## src/rtl/mem_arbiter_if.sv

```systemverilog
// Request/response bundle between the two masters, the arbiter and the word memory.
// slave = arbiter side, master = requester/memory environment side.
interface mem_arbiter_if #(
    parameter int ADDR_W = 24,
    parameter int DATA_W = 32
);
    logic              m0_req;
    logic              m0_we;
    logic [ADDR_W-1:0] m0_addr;
    logic [DATA_W-1:0] m0_wdata;
    logic              m0_ack;
    logic [DATA_W-1:0] m0_rdata;

    logic              m1_req;
    logic              m1_we;
    logic [ADDR_W-1:0] m1_addr;
    logic [DATA_W-1:0] m1_wdata;
    logic              m1_ack;
    logic [DATA_W-1:0] m1_rdata;

    logic              busy;
    logic              mem_enable;
    logic              mem_write;
    logic [ADDR_W-1:0] mem_addr;
    logic [DATA_W-1:0] mem_din;
    logic [DATA_W-1:0] mem_dout;

    modport slave (
        input  m0_req, m0_we, m0_addr, m0_wdata,
        input  m1_req, m1_we, m1_addr, m1_wdata,
        input  mem_dout,
        output m0_ack, m0_rdata, m1_ack, m1_rdata,
        output busy, mem_enable, mem_write, mem_addr, mem_din
    );

    modport master (
        output m0_req, m0_we, m0_addr, m0_wdata,
        output m1_req, m1_we, m1_addr, m1_wdata,
        output mem_dout,
        input  m0_ack, m0_rdata, m1_ack, m1_rdata,
        input  busy, mem_enable, mem_write, mem_addr, mem_din
    );
endinterface

```

## src/rtl/mem_arbiter.sv

```systemverilog
// Two-master arbiter/sequencer for a single-port word memory; req edge N -> mem access N+1 -> ack N+2.
// Backpressure: losing/late requests simply wait with req held; one access per 3 cycles at most.
module mem_arbiter #(
    parameter int ADDR_W     = 24,
    parameter int DATA_W     = 32,
    parameter bit FIXED_PRIO = 1'b0
) (
    input  logic          clk,
    input  logic          rst,
    mem_arbiter_if.slave  bus
);
    typedef enum logic [1:0] {
        IDLE = 2'd0,
        BUSY = 2'd1,
        DONE = 2'd2
    } state_t;

    typedef struct packed {
        logic              we;
        logic [ADDR_W-1:0] addr;
        logic [DATA_W-1:0] wdata;
    } req_t;

    state_t            state_q, state_d;
    logic              rr_ptr_q, rr_ptr_d;
    logic              gnt_id_q, gnt_id_d;
    logic              mem_enable_q, mem_enable_d;
    logic              mem_write_q, mem_write_d;
    logic [ADDR_W-1:0] mem_addr_q, mem_addr_d;
    logic [DATA_W-1:0] mem_din_q, mem_din_d;
    logic              m0_ack_q, m0_ack_d;
    logic              m1_ack_q, m1_ack_d;
    logic [DATA_W-1:0] m0_rdata_q, m0_rdata_d;
    logic [DATA_W-1:0] m1_rdata_q, m1_rdata_d;

    logic              win_id;
    req_t              m0_cmd, m1_cmd, win_cmd;

    assign m0_cmd  = '{we: bus.m0_we, addr: bus.m0_addr, wdata: bus.m0_wdata};
    assign m1_cmd  = '{we: bus.m1_we, addr: bus.m1_addr, wdata: bus.m1_wdata};
    assign win_cmd = win_id ? m1_cmd : m0_cmd;

    // A lone requester always wins; ties go to rr_ptr owner, or m0 in fixed mode.
    always_comb begin
        win_id = bus.m1_req;
        if (bus.m0_req && bus.m1_req) begin
            win_id = FIXED_PRIO ? 1'b0 : rr_ptr_q;
        end
    end

    always_comb begin
        state_d      = state_q;
        rr_ptr_d     = rr_ptr_q;
        gnt_id_d     = gnt_id_q;
        mem_enable_d = mem_enable_q;
        mem_write_d  = mem_write_q;
        mem_addr_d   = mem_addr_q;
        mem_din_d    = mem_din_q;
        m0_rdata_d   = m0_rdata_q;
        m1_rdata_d   = m1_rdata_q;
        m0_ack_d     = 1'b0;
        m1_ack_d     = 1'b0;

        case (state_q)
            IDLE: begin
                if (bus.m0_req || bus.m1_req) begin
                    state_d      = BUSY;
                    gnt_id_d     = win_id;
                    mem_enable_d = 1'b1;
                    mem_write_d  = win_cmd.we;
                    mem_addr_d   = win_cmd.addr;
                    mem_din_d    = win_cmd.wdata;
                    if (!FIXED_PRIO) begin
                        rr_ptr_d = ~win_id;
                    end
                end
            end
            BUSY: begin
                // mem did its access on the negedge inside this cycle, so mem_dout is valid now
                state_d      = DONE;
                mem_enable_d = 1'b0;
                mem_write_d  = 1'b0;
                if (gnt_id_q) begin
                    m1_rdata_d = bus.mem_dout;
                    m1_ack_d   = 1'b1;
                end else begin
                    m0_rdata_d = bus.mem_dout;
                    m0_ack_d   = 1'b1;
                end
            end
            DONE: begin
                state_d = IDLE;
            end
            default: begin
                state_d = IDLE;
            end
        endcase
    end

    always_ff @(posedge clk) begin
        if (rst) begin
            state_q      <= IDLE;
            rr_ptr_q     <= 1'b0;
            gnt_id_q     <= 1'b0;
            mem_enable_q <= 1'b0;
            mem_write_q  <= 1'b0;
            mem_addr_q   <= '0;
            mem_din_q    <= '0;
            m0_ack_q     <= 1'b0;
            m1_ack_q     <= 1'b0;
            m0_rdata_q   <= '0;
            m1_rdata_q   <= '0;
        end else begin
            state_q      <= state_d;
            rr_ptr_q     <= rr_ptr_d;
            gnt_id_q     <= gnt_id_d;
            mem_enable_q <= mem_enable_d;
            mem_write_q  <= mem_write_d;
            mem_addr_q   <= mem_addr_d;
            mem_din_q    <= mem_din_d;
            m0_ack_q     <= m0_ack_d;
            m1_ack_q     <= m1_ack_d;
            m0_rdata_q   <= m0_rdata_d;
            m1_rdata_q   <= m1_rdata_d;
        end
    end

    assign bus.busy       = (state_q != IDLE);
    assign bus.mem_enable = mem_enable_q;
    assign bus.mem_write  = mem_write_q;
    assign bus.mem_addr   = mem_addr_q;
    assign bus.mem_din    = mem_din_q;
    assign bus.m0_ack     = m0_ack_q;
    assign bus.m1_ack     = m1_ack_q;
    assign bus.m0_rdata   = m0_rdata_q;
    assign bus.m1_rdata   = m1_rdata_q;

endmodule

```

## src/flat_wrapper.sv

```systemverilog
// flat-port wrapper written by rule: the top's interface ports become plain ports
module mem_arbiter_flat 
#(
    parameter int ADDR_W     = 24,
    parameter int DATA_W     = 32,
    parameter bit FIXED_PRIO = 1'b0
)
  (clk, rst, bus_m0_req, bus_m0_we, bus_m0_addr, bus_m0_wdata, bus_m1_req, bus_m1_we, bus_m1_addr, bus_m1_wdata, bus_mem_dout, bus_m0_ack, bus_m0_rdata, bus_m1_ack, bus_m1_rdata, bus_busy, bus_mem_enable, bus_mem_write, bus_mem_addr, bus_mem_din);
  mem_arbiter_if #(.ADDR_W(ADDR_W), .DATA_W(DATA_W)) bus_i ();
  input  logic clk;
  input  logic rst;
  input wire logic [$bits(bus_i.m0_req)-1:0] bus_m0_req;
  input wire logic [$bits(bus_i.m0_we)-1:0] bus_m0_we;
  input wire logic [$bits(bus_i.m0_addr)-1:0] bus_m0_addr;
  input wire logic [$bits(bus_i.m0_wdata)-1:0] bus_m0_wdata;
  input wire logic [$bits(bus_i.m1_req)-1:0] bus_m1_req;
  input wire logic [$bits(bus_i.m1_we)-1:0] bus_m1_we;
  input wire logic [$bits(bus_i.m1_addr)-1:0] bus_m1_addr;
  input wire logic [$bits(bus_i.m1_wdata)-1:0] bus_m1_wdata;
  input wire logic [$bits(bus_i.mem_dout)-1:0] bus_mem_dout;
  output wire logic [$bits(bus_i.m0_ack)-1:0] bus_m0_ack;
  output wire logic [$bits(bus_i.m0_rdata)-1:0] bus_m0_rdata;
  output wire logic [$bits(bus_i.m1_ack)-1:0] bus_m1_ack;
  output wire logic [$bits(bus_i.m1_rdata)-1:0] bus_m1_rdata;
  output wire logic [$bits(bus_i.busy)-1:0] bus_busy;
  output wire logic [$bits(bus_i.mem_enable)-1:0] bus_mem_enable;
  output wire logic [$bits(bus_i.mem_write)-1:0] bus_mem_write;
  output wire logic [$bits(bus_i.mem_addr)-1:0] bus_mem_addr;
  output wire logic [$bits(bus_i.mem_din)-1:0] bus_mem_din;
  assign bus_i.m0_req = bus_m0_req;
  assign bus_i.m0_we = bus_m0_we;
  assign bus_i.m0_addr = bus_m0_addr;
  assign bus_i.m0_wdata = bus_m0_wdata;
  assign bus_i.m1_req = bus_m1_req;
  assign bus_i.m1_we = bus_m1_we;
  assign bus_i.m1_addr = bus_m1_addr;
  assign bus_i.m1_wdata = bus_m1_wdata;
  assign bus_i.mem_dout = bus_mem_dout;
  assign bus_m0_ack = bus_i.m0_ack;
  assign bus_m0_rdata = bus_i.m0_rdata;
  assign bus_m1_ack = bus_i.m1_ack;
  assign bus_m1_rdata = bus_i.m1_rdata;
  assign bus_busy = bus_i.busy;
  assign bus_mem_enable = bus_i.mem_enable;
  assign bus_mem_write = bus_i.mem_write;
  assign bus_mem_addr = bus_i.mem_addr;
  assign bus_mem_din = bus_i.mem_din;
  mem_arbiter #(.ADDR_W(ADDR_W), .DATA_W(DATA_W), .FIXED_PRIO(FIXED_PRIO)) u_core (.clk(clk), .rst(rst), .bus(bus_i));
endmodule
```

## config.mk

```make
export PLATFORM = sky130hd
export DESIGN_NAME = mem_arbiter_flat
export DESIGN_NICKNAME = d
export VERILOG_FILES = /design/src/rtl/mem_arbiter_if.sv /design/src/rtl/mem_arbiter.sv /design/src/flat_wrapper.sv
export SDC_FILE = /design/constraint.sdc
export NUM_CORES = 1
export LEC_CHECK = 0
export CAP_MARGIN = 5
export CORE_MARGIN = 2
export CORE_UTILIZATION = 40
export CTS_CLUSTER_SIZE = 20
export DETAILED_ROUTE_END_ITERATION = 10
export PLACE_DENSITY = 0.87
export REMOVE_ABC_BUFFERS = 1
export SLEW_MARGIN = 30
export SYNTH_ARGS = -nofsm -noshare
export SYNTH_HDL_FRONTEND = slang
export SYNTH_SLANG_ARGS = --single-unit
```

## constraint.sdc

```tcl
create_clock -name clk -period 3.4 [get_ports clk]
set_input_delay 0.68 -clock clk [delete_from_list [all_inputs] [get_ports clk]]
set_output_delay 0.68 -clock clk [all_outputs]
set_load 0.02 [all_outputs]
```

==> out/summary.txt, run 1 <==
Combinational family with the most area after synthesis -> compound AO/OA/AOI/OAI gates
Hold Crit Start -> u_core.bus.m1_rdata[7]$_SDFFE_PP0P_
Slowest cell on crit path -> clkdlybuf4s50_1
Critical R2R Capture -> u_core.bus.mem_addr[17]$_SDFFE_PP0P_
Largest area contributor in the netlist -> dfxtp_1
Diode count -> 0
Nets -> 941
Outcome -> complete, no violations
CTS tree -> built
Worst setup SP type -> input port
Cells after Synth -> 540
Crit-path cells -> clkdlybuf4s50_1 -> or3b_1 -> a21oi_4 -> buf_4 -> a22oi_1 -> a21oi_1
Skew final -> 0.00580 ns
Placer congestion estimate -> 0.875
Worst-Skew Late Latency -> 0.42 ns
Longest Clk Path Bufs -> 2
Area grow syn2layout -> 72.9%
Row cnt -> 39
Hold Path Depth -> 2
Clock root buffer -> clkbuf_16
First-pass GRT wire length -> 25,200 um
Leak -> 2.87 nW
Critical Path RT -> 3.72 ns
Starting density of the core -> 0.406
Top cells by area, synth -> dfxtp_1, nand2_1, a21oi_1
Share of total power in the clock network -> 0.432
Die width -> 111 um
Worst-path clk slew -> 0.05 ns
1st-iter DRT viols -> 395
Worst slew margin -> 0.517
Max VDD drop -> 0.000394 V
Unrepaired setup endpoints after global routing -> false
Simple-Gate Fraction of Synth Area -> 0.178
Pre-Repair DR Iteration Count -> 5
Synthesized area -> 4620 um2
Post-cts repair resize count -> 0
Die H -> 111 um
Mux contribution to synthesized area -> 0.00217
Largest net degree at the start of global routing -> 69
Gr ovfl total -> 0
Final Power -> 4.34 mW
Slew @ Worst Pin -> 0.725 ns
Area of the die -> 12,400 um2
Reg2Reg Setup Slack -> 1.43 ns
R2r startpoint -> u_core.state_q[1]$_SDFFE_PP0P_
Post-detail-place hpwl -> 11,500 um
Final Setup Violations -> 0
GRT Util Overall -> 0.256
Distinct cells, synth -> 19
Vias -> 5,119
Net switching power -> 1.10 mW
Post-DRT Antenna Nets -> 0
Xor/xnor cell area share of the yosys netlist -> 0
Combinational Power Share -> 0.186
P_int -> 3.23 mW
Top-count cell post-synth -> nand2_1
Period utilisation layout -> 0.699
Core ar. -> 11,400 um2
Drt via density -> 5.41
Async set-reset flop share out of synthesis -> 0
Number of setup buffers added after CTS -> 0
Synth Warn # -> 0
Flops & latches, synth -> 128
Top post-synthesis cells by count -> nand2_1, dfxtp_1, a21oi_1
DR WL/cell -> 17.3 um
Proportion of layout cells with a drive suffix above 1 -> 0.0535
Delay of the slowest critical-path stage -> 0.51 ns
Share of the synthesized area in the top cell type -> 0.555
CTS sink cnt -> 128
Mean area per synthesized cell -> 8.56 um2
Remaining DRCs -> 0
Worst-case reg-to-reg path depth -> 5
CP endpoint kind -> register
Sequential share of power -> 0.382
Hold Path Sink -> u_core.bus.m1_rdata[7]$_SDFFE_PP0P_
Num CTS Buffers -> 17
F_max -> 421 MHz
Post-synth EDFFs -> 0
Crit. Startpoint -> bus_m0_req
Buffers on Ports -> 274
Complex-gate fraction of the synthesized area -> 0.212
Final hold violations -> 0
Synth Area in Adders -> 0
Top_reg_cell synth -> dfxtp_1
Setup TNS -> 0 ns
Max-slew violation count -> 0
PD cells -> 543 nW/um2
Sequential share of the synthesized area -> 0.555
H-tree Lvls -> 4
Min-Delay Path Class -> register to register
# IOs -> 275
Max cap viols -> 0
Max Fanout on Critical Path -> 56
Initial antenna violation count -> 0
Critical path class -> input port to register
CP Data Arrival Time -> 2.69 ns
CTS hold repair buffers -> 0
Routed wire length -> 16,400 um
Vias in the first global route -> 4,965
Fin crit period -> 2.38 ns
Net Sw Frac -> 0.255
-- per-stage QoR --
| step | std cells | hold WS (ns) | worst slack (ns) | instance area (um2) | util |
|---|---|---|---|---|---|
| floorplan | 493 | 0.482 | -0.0885 | 4380 | - |
| global placement | 915 | 0.441 | 0.686 | 7370 | 0.648 |
| detailed placement | 915 | 0.447 | 0.628 | 7370 | 0.649 |
| CTS | 947 | 0.454 | 1.09 | 7990 | 0.703 |
| global route | 947 | 0.474 | 0.939 | 7990 | 0.703 |
| finish | 947 | 0.452 | 1.02 | 7990 | 0.703 |
-- worst max-delay path: cells and delay by family --
family	cells	cell delay, ns
buffers and inverters	2	1.02
and+or+nand+nor	1	0.42
AOI/OAI and AO/OA	3	0.52
-- state kept, by name, summed over array words and instances, names as in the netlist --
| name | count |
|---|---|
| u_core.bus.m0_rdata | 32 |
| u_core.bus.m1_rdata | 32 |
| u_core.bus.mem_din | 32 |
| u_core.bus.mem_addr | 24 |
| u_core.state_q | 2 |
| u_core.bus.m0_ack | 1 |
| u_core.bus.m1_ack | 1 |
| u_core.bus.mem_enable | 1 |
| u_core.bus.mem_write | 1 |
| u_core.gnt_id_q | 1 |
| u_core.rr_ptr_q | 1 |
-- layout make-up --
type | instances | area [um2]
sequential | 128 | 2560
tap | 143 | 179
multi-input combinational | 365 | 1840
clock inverter | 10 | 133
clock buffer | 22 | 484
fill | 796 | 3380
timing repair buffer | 279 | 2790
-- per-layer routing --
| layer | GRT usage | routed length (um) | vias up |
|---|---|---|---|
| met2 | 0.425 | 8060 | 302 |
| met5 | 0 | 0 | - |
| met4 | 0.136 | 669 | 0 |
| met3 | 0.102 | 1780 | 50 |
| li1 | - | - | 2369 |
| met1 | 0.283 | 5910 | 2398 |
-- power by group through the flow --
| stage | Combinational [mW] | Clock [mW] | Sequential, mW |
|---|---|---|---|
| after floorplan | 0.209 | 0 | 1.79 |
| after detailed placement | 0.800 | 0 | 1.69 |
| final | 0.806 | 1.87 | 1.66 |
| after global placement | 0.777 | 0 | 1.68 |
| after CTS | 0.806 | 1.90 | 1.66 |
| after global routing | 0.855 | 1.95 | 1.67 |
-- placed cells by master, fill, tap and decap left out, types with 2 or more instances in the layout --
cell type and count:
a21oi_1 95, a222oi_1 27, a22oi_1 29, buf_4 5
bufinv_16 3, clkbuf_16 17, clkbuf_8 4, clkdlybuf4s50_1 273
clkinv_2 4, clkinvlp_4 3, dfxtp_1 128, nand2_1 157
nand2b_1 2, nor2_1 37, nor2b_1 4, nor3_1 2
or3b_1 2
-- logic make-up after synthesis --
group,count (synthesis)
AOI/OAI and AO/OA,154
and+or+nand+nor,210
DFF,128
muxes,1
buffers and inverters,47
-- how the worst max path moves through the flow --
stage	end	slack, ns
after global placement	u_core.bus.mem_addr[5]$_SDFFE_PP0P_	0.69
final	u_core.bus.mem_addr[17]$_SDFFE_PP0P_	1.02
after floorplan	u_core.bus.mem_addr[15]$_SDFFE_PP0P_	-0.09
after CTS	u_core.bus.mem_addr[17]$_SDFFE_PP0P_	1.09
after global routing	u_core.bus.mem_addr[17]$_SDFFE_PP0P_	0.94
after detailed placement	u_core.bus.mem_addr[17]$_SDFFE_PP0P_	0.63
(Power assumes the default switching activity.)
==> run 2: changes to the inputs <==
Settings changed: CORE_UTILIZATION 40 to 34, PLACE_DENSITY 0.87 to 0.79.
Clock period 3.4 ns to 2.1 ns, I/O delays scaled along.
==> run 2 against run 1 <==
Non-clock buffer count grew 12. Worst hold slack lost 0.012 ns. Cell area grew 2.8%. Largest power group unchanged. Highest routed layer unchanged.
==> out/summary.txt, run 2 (synthesis results as in run 1) <==
Longest Clk Path Bufs -> 2 (unchanged)
Slowest cell on crit path -> clkdlybuf4s50_1
Worst setup SP type -> register
GR Util met1 -> 0.231 (-0.0519)
H-tree Lvls -> 4 (unchanged)
Proportion of layout cells with a drive suffix above 1 -> 0.0638 (+0.0103)
Post-detail-place hpwl -> 10,900 um (-4.8%)
Starting density of the core -> 0.349 (-0.0575)
Critical path class -> register to output pin
Die H -> 121 um (+8.2%)
First-pass GRT wire length -> 23,400 um (-7.0%)
M2 GR Usage -> 0.346 (-0.0788)
Worst-Skew Late Latency -> 0.41 ns (about the same)
Min-Delay Path Class -> input port to register
Commonest non-fill, non-tap cell in the layout -> clkdlybuf4s50_1
Area of the die -> 14,500 um2 (+17%)
Skew final -> 0.00781 ns (+0.00200 ns)
GRT Util Overall -> 0.205 (-0.0513)
Vias -> 4,860 (-5.1%)
Area grow syn2layout -> 77.7%
Dpl cell area -> 7550 um2 (+2.4%)
Final Power -> 7.27 mW (+68%)
F_max -> 499 MHz
Routed wire length -> 15,500 um (-5.8%)
Drt via density -> 4.90 (-9.3%)
Pre-Repair DR Iteration Count -> 6 (+1)
Crit-path cells -> or2_1 -> clkdlybuf4s50_1
Post-cts repair resize count -> 0 (unchanged)
Most frequent cells in the layout -> clkdlybuf4s50_1, nand2_1, dfxtp_1
Largest net degree at the start of global routing -> 67 (-2.9%)
Final hold violations -> 0 (unchanged)
Vias in the first global route -> 4,652 (-6.3%)
Max-slew violation count -> 0 (unchanged)
Core ar. -> 13,200 um2 (+16%)
CP Data Arrival Time -> 1.58 ns (-1.11 ns)
CTS hold repair buffers -> 0 (unchanged)
Post-Layout Inst Area -> 8210 um2 (+2.8%)
Post-DRT Antenna Nets -> 0 (unchanged)
Final Setup Violations -> 0 (unchanged)
Delay of the slowest critical-path stage -> 0.61 ns (+0.10 ns)
Fillers -> 1,134 (+42%)
Unrepaired setup endpoints after global routing -> false
Placer congestion estimate -> 0.757 (-13%)
Row cnt -> 42 (+7.7%)
Clock root buffer -> clkbuf_16
Outcome -> complete, no violations
Nets -> 953 (+1.3%)
Leak -> 2.96 nW (+3.2%)
Reg2Reg Setup Slack -> 0.35 ns (-1.08 ns)
Max Fanout on Critical Path -> 7 (-88%)
Met3 Use GR -> 0.0741 (-0.0277)
Slew @ Worst Pin -> 0.423 ns (-0.302 ns)
CP endpoint kind -> output pin
Non-Filler Instances -> 991 (+4.6%)
PD cells -> 886 nW/um2 (+63%)
CTS sink cnt -> 128 (unchanged)
Worst slew margin -> 0.718 (+0.201)
Period utilisation layout -> 0.954
CTS tree -> built
Die width -> 121 um (+8.2%)
Num CTS Buffers -> 17 (unchanged)
Setup TNS -> 0 ns (unchanged)
Initial antenna violation count -> 0 (unchanged)
Remaining DRCs -> 0 (unchanged)
Buffers on Ports -> 274 (unchanged)
Number of setup buffers added after CTS -> 0 (unchanged)
DR WL/cell -> 15.6 um (-10%)
Grt peak-use layer -> met2
Max cap viols -> 0 (unchanged)
Critical Path RT -> 1.68 ns (-2.04 ns)
1st-iter DRT viols -> 359 (-9.1%)
Cell count after placement -> 960 (+4.9%)
Diode count -> 0 (unchanged)
Worst-path clk slew -> 0.06 ns (about the same)
Gr ovfl total -> 0 (unchanged)
Fin crit period -> 2.00 ns
Max VDD drop -> 0.000433 V (+10%)
# IOs -> 275 (unchanged)
run 2: cell types whose count changed in the layout (fill, tap and decap cells not counted), sizes merged:
cell and delta:
buf +12, bufinv +2, clkinv -2, clkinvlp -1
run 2: worst max-delay path: cells and delay by family, from the launching register on:
kind	cells	cell delay (ns)
buffers and inverters	1	0.61
DFF	1	0.42
and+or+nand+nor	1	0.15
run 2: per-layer routing:
| layer | share of wire | vias up | wire, um |
|---|---|---|---|
| met1 | 0.39 | 2221 | 6060 |
| met2 | 0.49 | 222 | 7590 |
| li1 | - | 2393 | - |
| met4 | 0.026 | 0 | 405 |
| met5 | 0 | - | 0 |
| met3 | 0.091 | 24 | 1410 |
run 2: worst paths after layout:
check                                        from                                    to  depth (start not counted)
max reg2reg        u_core.state_q[1]$_SDFFE_PP0P_    u_core.bus.mem_din[8]$_SDFFE_PP0P_                          5
max                u_core.state_q[1]$_SDFFE_PP0P_                              bus_busy                          2
min reg2reg  u_core.bus.m1_rdata[14]$_SDFFE_PP0P_  u_core.bus.m1_rdata[14]$_SDFFE_PP0P_                          2
min                                           rst   u_core.bus.mem_din[18]$_SDFFE_PP0P_                          2
run 2: final cells by class:
cell class / count / area (um2) / area share
flip-flops and latches: 128 / 2560 / 0.312
well taps: 176 / 220 / 0.0268
clock buffers: 22 / 484 / 0.0590
repair buffers: 291 / 2930 / 0.357
clock inverters: 9 / 179 / 0.0218
multi-input cells: 365 / 1840 / 0.224
run 2: stage by stage:
step / util / hold slack [ns] / setup WS, ns
floorplan: - / 0.482 / -1.13
global placement: 0.570 / 0.441 / 0.0475
detailed placement: 0.570 / 0.446 / 0.00854
CTS: 0.620 / 0.417 / 0.0583
global route: 0.620 / 0.430 / 0.0112
finish: 0.620 / 0.439 / 0.0964
run 2: report_power, final:
| group | leakage (nW) | switching (mW) | internal [mW] |
|---|---|---|---|
| clock network | 0.318 | 1.04 | 2.23 |
| logic | 1.60 | 0.635 | 0.692 |
| registers | 1.05 | 0.0876 | 2.59 |
==> run 3: changes to the inputs <==
Settings changed: RECOVER_POWER from default to 25.
==> run 3 against run 2 <==
Critical path depth is the same. First-iteration DRC count shrank 3.1%. Cell area shrank 0.23%. Sequential power is essentially flat. Setup slack lost 0.0059 ns. Register-to-register slack is essentially flat. Sequential share of layout area grew 0.071 points. Via count grew 0.62%. Combinational power is essentially flat. Die area is the same. Flip-flop and latch count is the same. Clock skew grew 0.00073 ns. Critical path type unchanged. Critical endpoint unchanged. Highest routed layer unchanged.
==> out/summary.txt, run 3 (synthesis results as in run 1) <==
Outcome -> complete, no violations
First-pass GRT wire length -> 23,400 um (unchanged)
Die H -> 121 um (unchanged)
PD cells -> 887 nW/um2 (+0.11%)
Setup WS pre-CTS -> 0.00854 ns (unchanged)
Row cnt -> 42 (unchanged)
Initial antenna violation count -> 0 (unchanged)
Slowest cell on crit path -> clkdlybuf4s50_1
Skew final -> 0.00853 ns (+0.000727 ns)
Worst setup SP type -> register
Fillers -> 1,138 (+0.35%)
# IOs -> 275 (unchanged)
H-tree Lvls -> 4 (unchanged)
Longest Clk Path Bufs -> 2 (unchanged)
Largest net degree at the start of global routing -> 67 (unchanged)
Nets -> 953 (unchanged)
Drt via density -> 4.93 (+0.62%)
CP endpoint kind -> output pin
Final Setup Violations -> 0 (unchanged)
Clock root buffer -> clkbuf_16
Area grow syn2layout -> 77.3%
GRT Util Overall -> 0.205 (unchanged)
Crit-path cells -> or2_1 -> clkdlybuf4s50_1
Critical path class -> register to output pin
Worst-Skew Late Latency -> 0.41 ns (about the same)
Final core occ -> 0.619 (-0.00142)
Vias in the first global route -> 4,652 (unchanged)
Slew @ Worst Pin -> 0.760 ns (+0.337 ns)
DR WL/cell -> 15.6 um (+0.12%)
Fin crit period -> 2.01 ns (+0.00591 ns)
Starting density of the core -> 0.349 (unchanged)
Remaining DRCs -> 0 (unchanged)
Post-cts repair resize count -> 0 (unchanged)
Max-slew violation count -> 0 (unchanged)
Proportion of layout cells with a drive suffix above 1 -> 0.0626 (-0.00123)
Unrepaired setup endpoints after global routing -> false
Leak -> 2.96 nW (-0.11%)
Num CTS Buffers -> 17 (unchanged)
Period utilisation layout -> 0.957 (+0.00281)
Final hold violations -> 0 (unchanged)
Worst hold slack -> 0.440 ns (+0.000597 ns)
Post-detail-place hpwl -> 10,900 um (unchanged)
CTS sink cnt -> 128 (unchanged)
CP Data Arrival Time -> 1.59 ns (about the same)
Worst-path clk slew -> 0.06 ns (about the same)
Vias -> 4,890 (+0.62%)
Pre-Repair DR Iteration Count -> 8 (+2)
Min-Delay Path Class -> input port to register
Most frequent cells in the layout -> clkdlybuf4s50_1, nand2_1, dfxtp_1
Final worst slack -> 0.0905 ns (-0.00591 ns)
Diode count -> 0 (unchanged)
Number of setup buffers added after CTS -> 0 (unchanged)
F_max -> 498 MHz (-0.29%)
CTS hold repair buffers -> 0 (unchanged)
Area of the die -> 14,500 um2 (unchanged)
Max cap viols -> 0 (unchanged)
Delay of the slowest critical-path stage -> 0.61 ns (about the same)
Post-DRT Antenna Nets -> 0 (unchanged)
Cell count after placement -> 960 (unchanged)
Die width -> 121 um (unchanged)
Placer congestion estimate -> 0.757 (unchanged)
Commonest non-fill, non-tap cell in the layout -> clkdlybuf4s50_1
Routed wire length -> 15,500 um (+0.12%)
Worst slew margin -> 0.493 (-0.225)
CTS tree -> built
Gr ovfl total -> 0 (unchanged)
Buffers on Ports -> 274 (unchanged)
Core ar. -> 13,200 um2 (unchanged)
Critical Path RT -> 1.68 ns (about the same)
1st-iter DRT viols -> 348 (-3.1%)
Non-Filler Instances -> 991 (unchanged)
Max VDD drop -> 0.000431 V (-0.47%)
Max Fanout on Critical Path -> 7 (unchanged)
run 3: layout make-up:
cell class	instances	area (um2)	share of cell area
well taps	176	220	0.0269
multi-input cells	365	1820	0.223
clock inverters	9	179	0.0218
clock buffers	22	484	0.0591
repair buffers	291	2920	0.357
flip-flops and latches	128	2560	0.313
run 3: critical path: cells and delay by family, from the launching register on:
kind	cells	cell delay [ns]
buffers and inverters	1	0.61
DFF	1	0.43
and+or+nand+nor	1	0.15
run 3: worst paths after layout:
| check | end | slack [ns] | startpoint | cells past startpoint |
|---|---|---|---|---|
| min | u_core.bus.mem_addr[5]$_SDFFE_PP0P_ | 0.44 | rst | 2 |
| min reg2reg | u_core.bus.m1_rdata[14]$_SDFFE_PP0P_ | 0.45 | u_core.bus.m1_rdata[14]$_SDFFE_PP0P_ | 2 |
| max reg2reg | u_core.bus.mem_din[8]$_SDFFE_PP0P_ | 0.35 | u_core.state_q[1]$_SDFFE_PP0P_ | 5 |
| max | bus_busy | 0.09 | u_core.state_q[1]$_SDFFE_PP0P_ | 2 |
run 3: metrics by stage:
step	instance area, um2	power (mW)	TNS, ns
2_1_floorplan	4380	3.24	-62.82
3_3_place_gp	7550	4.04	0
3_5_place_dp	7550	4.06	0
4_1_cts	8210	7.33	0
5_1_grt	8190	7.55	0
6_report	8190	7.26	0
run 3: routing by layer:
metal / share of wire / global-route usage / vias to the layer above
met1: 0.39 / 0.231 / 2245
li1: - / - / 2394
met3: 0.091 / 0.0741 / 25
met5: 0 / 0 / -
met2: 0.49 / 0.346 / 226
met4: 0.027 / 0.0901 / 0
run 3: where the power goes:
group | switching (mW) | internal [mW] | leakage (nW)
clock | 1.04 | 2.23 | 0.318
sequential | 0.0865 | 2.59 | 1.05
combinational | 0.633 | 0.688 | 1.59
